===== src/rtl/dcache_line_adapter.sv =====
// dcache_line_adapter
// Purpose: adapts 256-bit cache line reads/writebacks on the dfp_* side to
//          4-beat x 64-bit bursts on the bmem_* side. One transaction at a time.
// Latency: a write accepted at cycle T emits beats at T+1..T+4 when memory never
//          stalls. A read returns dfp_rvalid one cycle after its last matching beat.
// Backpressure: bmem_ready stalls write beats and read command issue. A read is
//          accepted only together with its memory command. dfp_ready is low while busy.
// Ports:
//   clk, rst                      clock, synchronous active-high reset
//   dfp_addr/read/write/wdata     cache-side line request (held until dfp_ready)
//   dfp_ready                     request accepted this cycle
//   dfp_raddr/rdata/rvalid        returned line; rvalid is a one-cycle pulse
//   bmem_addr/read/write/wdata    burst memory command and write beats
//   bmem_ready                    memory accepts command/beat this cycle
//   bmem_raddr/rdata/rvalid       tagged read beats from memory
module dcache_line_adapter (
  input  logic         clk,
  input  logic         rst,
  input  logic [31:0]  dfp_addr,
  input  logic         dfp_read,
  input  logic         dfp_write,
  input  logic [255:0] dfp_wdata,
  output logic         dfp_ready,
  output logic [31:0]  dfp_raddr,
  output logic [255:0] dfp_rdata,
  output logic         dfp_rvalid,
  output logic [31:0]  bmem_addr,
  output logic         bmem_read,
  output logic         bmem_write,
  output logic [63:0]  bmem_wdata,
  input  logic         bmem_ready,
  input  logic [31:0]  bmem_raddr,
  input  logic [63:0]  bmem_rdata,
  input  logic         bmem_rvalid
);

  localparam logic [1:0] S_IDLE  = 2'd0;
  localparam logic [1:0] S_WRITE = 2'd1;
  localparam logic [1:0] S_READ  = 2'd2;
  localparam logic [1:0] S_RESP  = 2'd3;

  logic [1:0]   r_state;
  logic [1:0]   w_state_nxt;
  logic [1:0]   r_cnt;
  logic [31:0]  r_addr;
  logic [255:0] r_wdata;
  logic [255:0] r_line;
  logic [31:0]  r_raddr;
  logic [255:0] r_rdata;

  logic [31:0]  w_line_addr;
  logic         w_tag_hit;
  logic         w_rd_accept;
  logic [255:0] w_line_upd;
  logic         w_unused_bits;

  // Line offset bits are ignored on both the request and the beat tag.
  assign w_line_addr   = {dfp_addr[31:5], 5'b0};
  assign w_unused_bits = ^{dfp_addr[4:0], bmem_raddr[4:0]};

  // Beats tagged with a different line are strays and are dropped.
  assign w_tag_hit   = bmem_rvalid && (bmem_raddr[31:5] == r_addr[31:5]);
  // Write wins when both requests are present.
  assign w_rd_accept = dfp_read && !dfp_write && bmem_ready;

  // Line buffer with the current beat slotted in at position r_cnt.
  always_comb begin
    w_line_upd = r_line;
    w_line_upd[{r_cnt, 6'b0} +: 64] = bmem_rdata;
  end

  // State register.
  always_ff @(posedge clk) begin
    if (rst) begin
      r_state <= S_IDLE;
    end else begin
      r_state <= w_state_nxt;
    end
  end

  // Next-state logic.
  always_comb begin
    w_state_nxt = r_state;
    case (r_state)
      S_IDLE: begin
        if (dfp_write) begin
          w_state_nxt = S_WRITE;
        end else if (w_rd_accept) begin
          w_state_nxt = S_READ;
        end
      end
      S_WRITE: begin
        if (bmem_ready && (r_cnt == 2'd3)) begin
          w_state_nxt = S_IDLE;
        end
      end
      S_READ: begin
        if (w_tag_hit && (r_cnt == 2'd3)) begin
          w_state_nxt = S_RESP;
        end
      end
      default: begin
        w_state_nxt = S_IDLE;
      end
    endcase
  end

  // Outputs.
  always_comb begin
    dfp_ready  = 1'b0;
    bmem_read  = 1'b0;
    bmem_write = 1'b0;
    bmem_addr  = r_addr;
    bmem_wdata = r_wdata[{r_cnt, 6'b0} +: 64];
    dfp_rvalid = 1'b0;
    dfp_raddr  = r_raddr;
    dfp_rdata  = r_rdata;
    case (r_state)
      S_IDLE: begin
        // The read command goes out straight from the request so memory can
        // accept it in the same cycle; the writeback needs no handshake here.
        bmem_addr = w_line_addr;
        bmem_read = dfp_read && !dfp_write;
        dfp_ready = dfp_write || w_rd_accept;
      end
      S_WRITE: begin
        bmem_write = 1'b1;
      end
      S_RESP: begin
        dfp_rvalid = 1'b1;
      end
      default: begin
        bmem_write = 1'b0;
      end
    endcase
  end

  // Datapath: latched request, beat counter, line assembly, returned line.
  always_ff @(posedge clk) begin
    if (rst) begin
      r_cnt   <= 2'd0;
      r_addr  <= 32'd0;
      r_wdata <= 256'd0;
      r_line  <= 256'd0;
      r_raddr <= 32'd0;
      r_rdata <= 256'd0;
    end else begin
      case (r_state)
        S_IDLE: begin
          if (dfp_write) begin
            r_addr  <= w_line_addr;
            r_wdata <= dfp_wdata;
            r_cnt   <= 2'd0;
          end else if (w_rd_accept) begin
            r_addr <= w_line_addr;
            r_cnt  <= 2'd0;
          end
        end
        S_WRITE: begin
          // Counter parks at 3 on the final beat; it is cleared on next entry.
          if (bmem_ready && (r_cnt != 2'd3)) begin
            r_cnt <= r_cnt + 2'd1;
          end
        end
        S_READ: begin
          if (w_tag_hit) begin
            r_line <= w_line_upd;
            if (r_cnt == 2'd3) begin
              // Publish the finished line so it is visible during RESP and
              // held afterwards.
              r_rdata <= w_line_upd;
              r_raddr <= r_addr;
            end else begin
              r_cnt <= r_cnt + 2'd1;
            end
          end
        end
        default: begin
          r_cnt <= r_cnt;
        end
      endcase
    end
  end

endmodule


===== config.mk =====
export PLATFORM = sky130hd
export DESIGN_NAME = dcache_line_adapter
export DESIGN_NICKNAME = d
export VERILOG_FILES = /design/src/rtl/dcache_line_adapter.sv
export SDC_FILE = /design/constraint.sdc
export NUM_CORES = 2
export LEC_CHECK = 0
export ABC_AREA = 1
export CAP_MARGIN = 10
export CORE_AREA = 4 4 296 298
export CTS_BUF_LIST = sky130_fd_sc_hd__clkbuf_4 sky130_fd_sc_hd__clkbuf_8 sky130_fd_sc_hd__clkbuf_16
export CTS_CLUSTER_SIZE = 20
export DETAILED_ROUTE_END_ITERATION = 8
export DIE_AREA = 0 0 300 302
export HOLD_SLACK_MARGIN = 0.08
export PLACE_DENSITY_LB_ADDON = 0.05
export SLEW_MARGIN = 5
export SYNTH_ARGS = -nofsm -noshare
export SYNTH_HDL_FRONTEND = slang
export SYNTH_SLANG_ARGS = --single-unit

===== constraint.sdc =====
create_clock -name clk -period 7.9 [get_ports clk]
set_input_delay 1.185 -clock clk [delete_from_list [all_inputs] [get_ports clk]]
set_output_delay 1.185 -clock clk [all_outputs]
set_load 0.02 [all_outputs]

======== After elaboration in Yosys (flattened, before gate mapping) ========
Index checks and enable logic that the tools add are counted.
storage, ports and cells
  flip-flop bits (word level) ............. 836
  bits of input ports ..................... 390
  logic and storage cells ................. 60
operators by class
  add/sub/neg operators ................... 2
  equal/unequal tests ..................... 12
  shifts and indexed selects .............. 3
  multiplexer cells ....................... 19
  reductions and logical operators ........ 17
operator list
  operator                     number
  $bwmux W256                  1
  $shift A64 B10 Y256 const A  1
  $shiftx A256 B9 Y64          1
  $shiftx A64 B10 Y256         1
  $mux W32                     3
  $eq A27 B27 Y1               1
  $mux W2                      9
  $ne A2 B2 Y1 const B         6
  $pmux W2 S3                  2
  $neg A8 Y10                  1
  $eq A2 B2 Y1 const B         3
  $logic_and A1 B1 Y1          6
  $reduce_and A2 Y1            3
  $reduce_and A3 Y1            2
  $reduce_and A5 Y1            1
  $mux W1                      4
  $ne A3 B3 Y1 const B         1
  $reduce_bool A3 Y1           1
  $add A2 B1 Y2 const B        1
  $eq A2 B1 Y1 const B         1
  $logic_not A2 Y1             1
  $reduce_bool A2 Y1           1
  $logic_not A1 Y1             1
  $logic_or A1 B1 Y1           1

======== Logic depth before layout (Yosys ltp) ========
  depth after elaboration ................. 6
  depth in mapped cells ................... 14

======== Worst setup path before layout ========
OpenSTA, ideal clock, no wires.
  kind .................................... input-to-output
  start point ............................. in dfp_write
  end point ............................... out dfp_ready
  arrival time ............................ 2.023 ns
  path slack .............................. 4.692 ns
  cell stages on the path ................. 6
  cell sequence ........................... inv_1 nand2_1 o21ai_0 nand2_1 clkbuf_1 inv_1
between the ends
  longest elaborated chain between the ends .. 5
ends and longest elaborated chain
  item                               RTL line  text
  from (decl)                        21        input logic dfp_write,
  $logic_not A1 Y1                   64        assign w_rd_accept = dfp_read && !dfp_write && bmem_ready;
  $logic_and A1 B1 Y1 (2 in series)  64
  $logic_or A1 B1 Y1 (*)             124       dfp_ready = dfp_write || w_rd_accept;
  $mux W1 (*)                        118       case (r_state)
  to (decl)                          23        output logic dfp_ready,
Mark *: on every way between the ends. The rest lies on a longest branch, timed or not.

======== Worst setup path in the final report ========
  start point ............................. reg r_cnt[0]
  end point ............................... out bmem_wdata[28]
between the ends
  longest elaborated chain between the ends .. 1
ends and longest elaborated chain
  item                    RTL line  text
  from (decl)             44        logic [1:0] r_cnt;
  from (signal assigned)  162       r_cnt <= r_cnt + 2'd1;
  from (signal assigned)  174       r_cnt <= r_cnt + 2'd1;
  from (signal assigned)  179       r_cnt <= r_cnt;
  $shiftx A256 B9 Y64     114       bmem_wdata = r_wdata[{r_cnt, 6'b0} +: 64];
  to (decl)               30        output logic [63:0] bmem_wdata,
Every way passes these cells.

==> flow_metrics.py <==
metrics = {
    "critical_path": {
        "arrival_ps": 3920,
        "critPathRequiredTime_ps": 6710,
        "r2r_cells": 10,
        "rr_startpoint": "r_addr[19]",
        "reg2reg_setup_slack_ps": 3670,
        "worstSetupStartpointType": "register",
        "critPathCaptureType": "output port",
        "worstPathMaxFanout": 83,
        "reg2reg_to": "dfp_rdata[56]",
        "critical_path_class": "reg -> out",
    },
    "final_layout": {
        "nNetsFinal": 5629,
        "area_delta_synth_final_pct": 32.6,
        "drive_gt1_share_pct": 4.43,
        "seqCellArea_um2": 16500,
        "final_core_util_pct": 53.1,
        "fillerInstances": 8468,
        "fin_area_um2": 45100,
        "multi_input_area_um2": 14700,
    },
    "timing": {
        "tightest_slew_ps": 1180,
        "timing.fmax_ghz": 0.196,
        "finalSetupViolCount": 0,
        "slew_headroom_pct": 21.1,
        "fin_crit_ps": 5100,
        "skew_ps": 22.9,
        "fin_crit_sh_pct": 64.6,
        "rsz0062_at_grt": "no",
        "drv_slew": 0,
        "hold_viol": 0,
        "setup_ws_ps": 2800,
        "tns_ps": 0,
    },
    "yosys": {
        "synth_most_common_cell": "nor2_1",
        "synth-adder-area-share_pct": 0.368,
        "synth_area_leaders": "dfxtp_1 49%, nor2_1 17%, o21ai_0 11%",
        "synthMuxAreaShare_pct": 0,
        "synth.yosys.seq_area_share_pct": 48.6,
        "syn_inst": 4724,
        "synth_top_area_cell": "dfxtp_1",
        "synth_top_area_share_pct": 48.6,
        "synth_edf_count": 0,
        "ys_top_cells_by_count": "1525 x nor2_1, 826 x dfxtp_1, 741 x o21ai_0",
        "syn_area_per_cell_um2": 7.20,
        "synth_ff_type": "dfxtp_1",
        "synth_warnings": 0,
        "syn_area_um2": 34000,
        "synth-simple-area-share_pct": 20.4,
        "synth_xor_area_share_pct": 0.206,
        "synth-compound-area-share_pct": 22.0,
        "synth_top_family_by_area": "compound AO/OA/AOI/OAI gates",
        "async_reset_ff_share_pct": 0,
        "synth_cell_type_count": 26,
        "ys_ff_latch": 826,
    },
    "clock_network": {
        "clk_latency_ps": 630,
        "cts_resized": 0,
        "cts_made_buffers": 93,
        "clk_pin_slew_ps": 60,
        "clock-root-buffer": "clkbuf_16",
        "clkSinkCount": 826,
        "cts_buffer_depth": 3,
        "hold_buffers": 0,
        "cts_tree": "done",
        "post-cts-setup-buffers": 0,
        "htreeDepth": 3,
    },
    "global_routing": {
        "antenna_found_initial": 37,
        "grt_overflow_total": 0,
        "grt_max_degree": 254,
        "grt_pass1_wl_mm": 193,
        "grt_pass1_vias": 30300,
        "grt_use_total_pct": 27.2,
    },
    "pwr": {
        "power_density_nw_per_um2": 303,
        "power.leakage_nw": 18.8,
        "power_mw": 13.7,
        "ir_worst_vdd_v": 0.000316,
    },
    "place": {
        "port_buffers": 757,
        "hpwl_mm": 83.1,
        "dpl_cell_area_um2": 41900,
        "gp_congestion": 0.875,
        "place_ws_ps": 2490,
    },
    "die": {
        "ios": 778,
        "coreArea_um2": 84900,
        "die_h_um": 302,
        "dieArea_um2": 90600,
        "die_w_um": 300,
        "rows": 107,
        "initial_core_util_pct": 40.1,
    },
    "detailed_routing": {
        "drtIter0Drc": 2371,
        "drcViolationCount": 0,
        "routed_wl_mm": 130,
        "avgViaCountPerCell": 5.11,
        "vias": 33000,
        "ant_nets": 0,
        "drt_first_pass_iters": 5,
        "wl_per_cell_um": 20.1,
    },
    "outcome": {
        "status": "completed",
    },
    "worst_hold_path": {
        "hold_path_depth": 2,
        "hold_path.class": "reg -> reg",
        "worst_hold_startpoint": "r_line[68]",
        "whs_endpoint": "r_line[68]",
    },
    "run": {
        "drv_cap": 0,
    },
}
-- kinds of logic (layout without fill, tap and decap cells) --
family                   count (synthesis)  in the layout
AO/OA/AOI/OAI                         1335           1335
XOR/XNOR                                 8              8
adder cells (fa/ha/maj)                 10             10
buffers and inverters                  720           1291
flip-flops                             826            826
other                                    1             29
AND/OR/NAND/NOR                       1824           1824
-- registers in the layout (all words and copies together), names as in the netlist --
name and flops:
dfp_raddr 27, dfp_rdata 256, r_addr 27, r_cnt 2, r_line 256, r_state 2
r_wdata 256
-- worst max path at each step --
stage | slack (ps) | endpoint | start | cells after the start
floorplan | 4690 | dfp_ready | dfp_write | 6
global placement | 2500 | dfp_rdata[45] | bmem_raddr[7] | 14
detailed placement | 2490 | dfp_rdata[49] | bmem_raddr[10] | 11
CTS | 2720 | bmem_wdata[13] | r_cnt[0] | 5
global route | 2600 | bmem_wdata[28] | r_cnt[0] | 5
finish | 2800 | bmem_wdata[28] | r_cnt[0] | 5
-- per-layer routing --
metal	global-route usage [%]	part of all wire, %	up-vias
met5	0	0.18	-
met4	7.81	2.4	32
met3	6.94	7.5	177
met2	44.8	47	921
met1	35.5	43	15300
li1	-	-	16600
-- cell usage in the layout (no fill, tap or decap), types with 2 or more instances in the layout --
cell type,count
a211oi_1,192
clkdlybuf4s50_1,756
o22ai_1,256
clkinvlp_4,2
clkinv_2,14
ha_4,3
inv_2,14
a21oi_1,31
nor3_1,27
inv_1,313
nand2_1,246
diode_2,19
clkbuf_16,97
inv_6,3
ha_1,6
clkbuf_4,22
o21ai_1,114
dfxtp_1,824
conb_1,10
o21ai_0,741
nor2_1,1524
xnor2_1,8
bufinv_16,2
buf_12,6
nand4_1,5
nor2_4,2
nand3_1,13
clkbuf_8,30
nand3_4,3
buf_4,27
-- area by class of cell --
cell class	instances	area share (%)
inverter	331	2.79
multi-input combinational	3187	32.7
clock buffer	149	6.66
timing repair buffer	790	17.5
sequential	826	36.7
tap	1144	3.17
antenna	19	0.105
clock inverter	21	0.405
-- power by group --
group	leakage (nW)	switching [mW]	total (mW)	internal (mW)
logic	10.4	2.88	4.35	1.47
registers	6.72	0.257	4.86	4.60
clock network	1.61	1.78	4.45	2.67
-- stage by stage --
| step | instances | hold slack (ps) |
|---|---|---|
| floorplan | 4733 | 430 |
| global placement | 6278 | 440 |
| detailed placement | 6278 | 450 |
| CTS | 6448 | 458 |
| global route | 6460 | 476 |
| finish | 6467 | 463 |
-- worst max-delay path: stages, from the launching register on --
cell	delay, ps
dfxtp_4	580
inv_4	800
buf_4	650
o21ai_0	230
o22ai_1	210
clkdlybuf4s50_1	790
(Power assumes the default switching activity.)
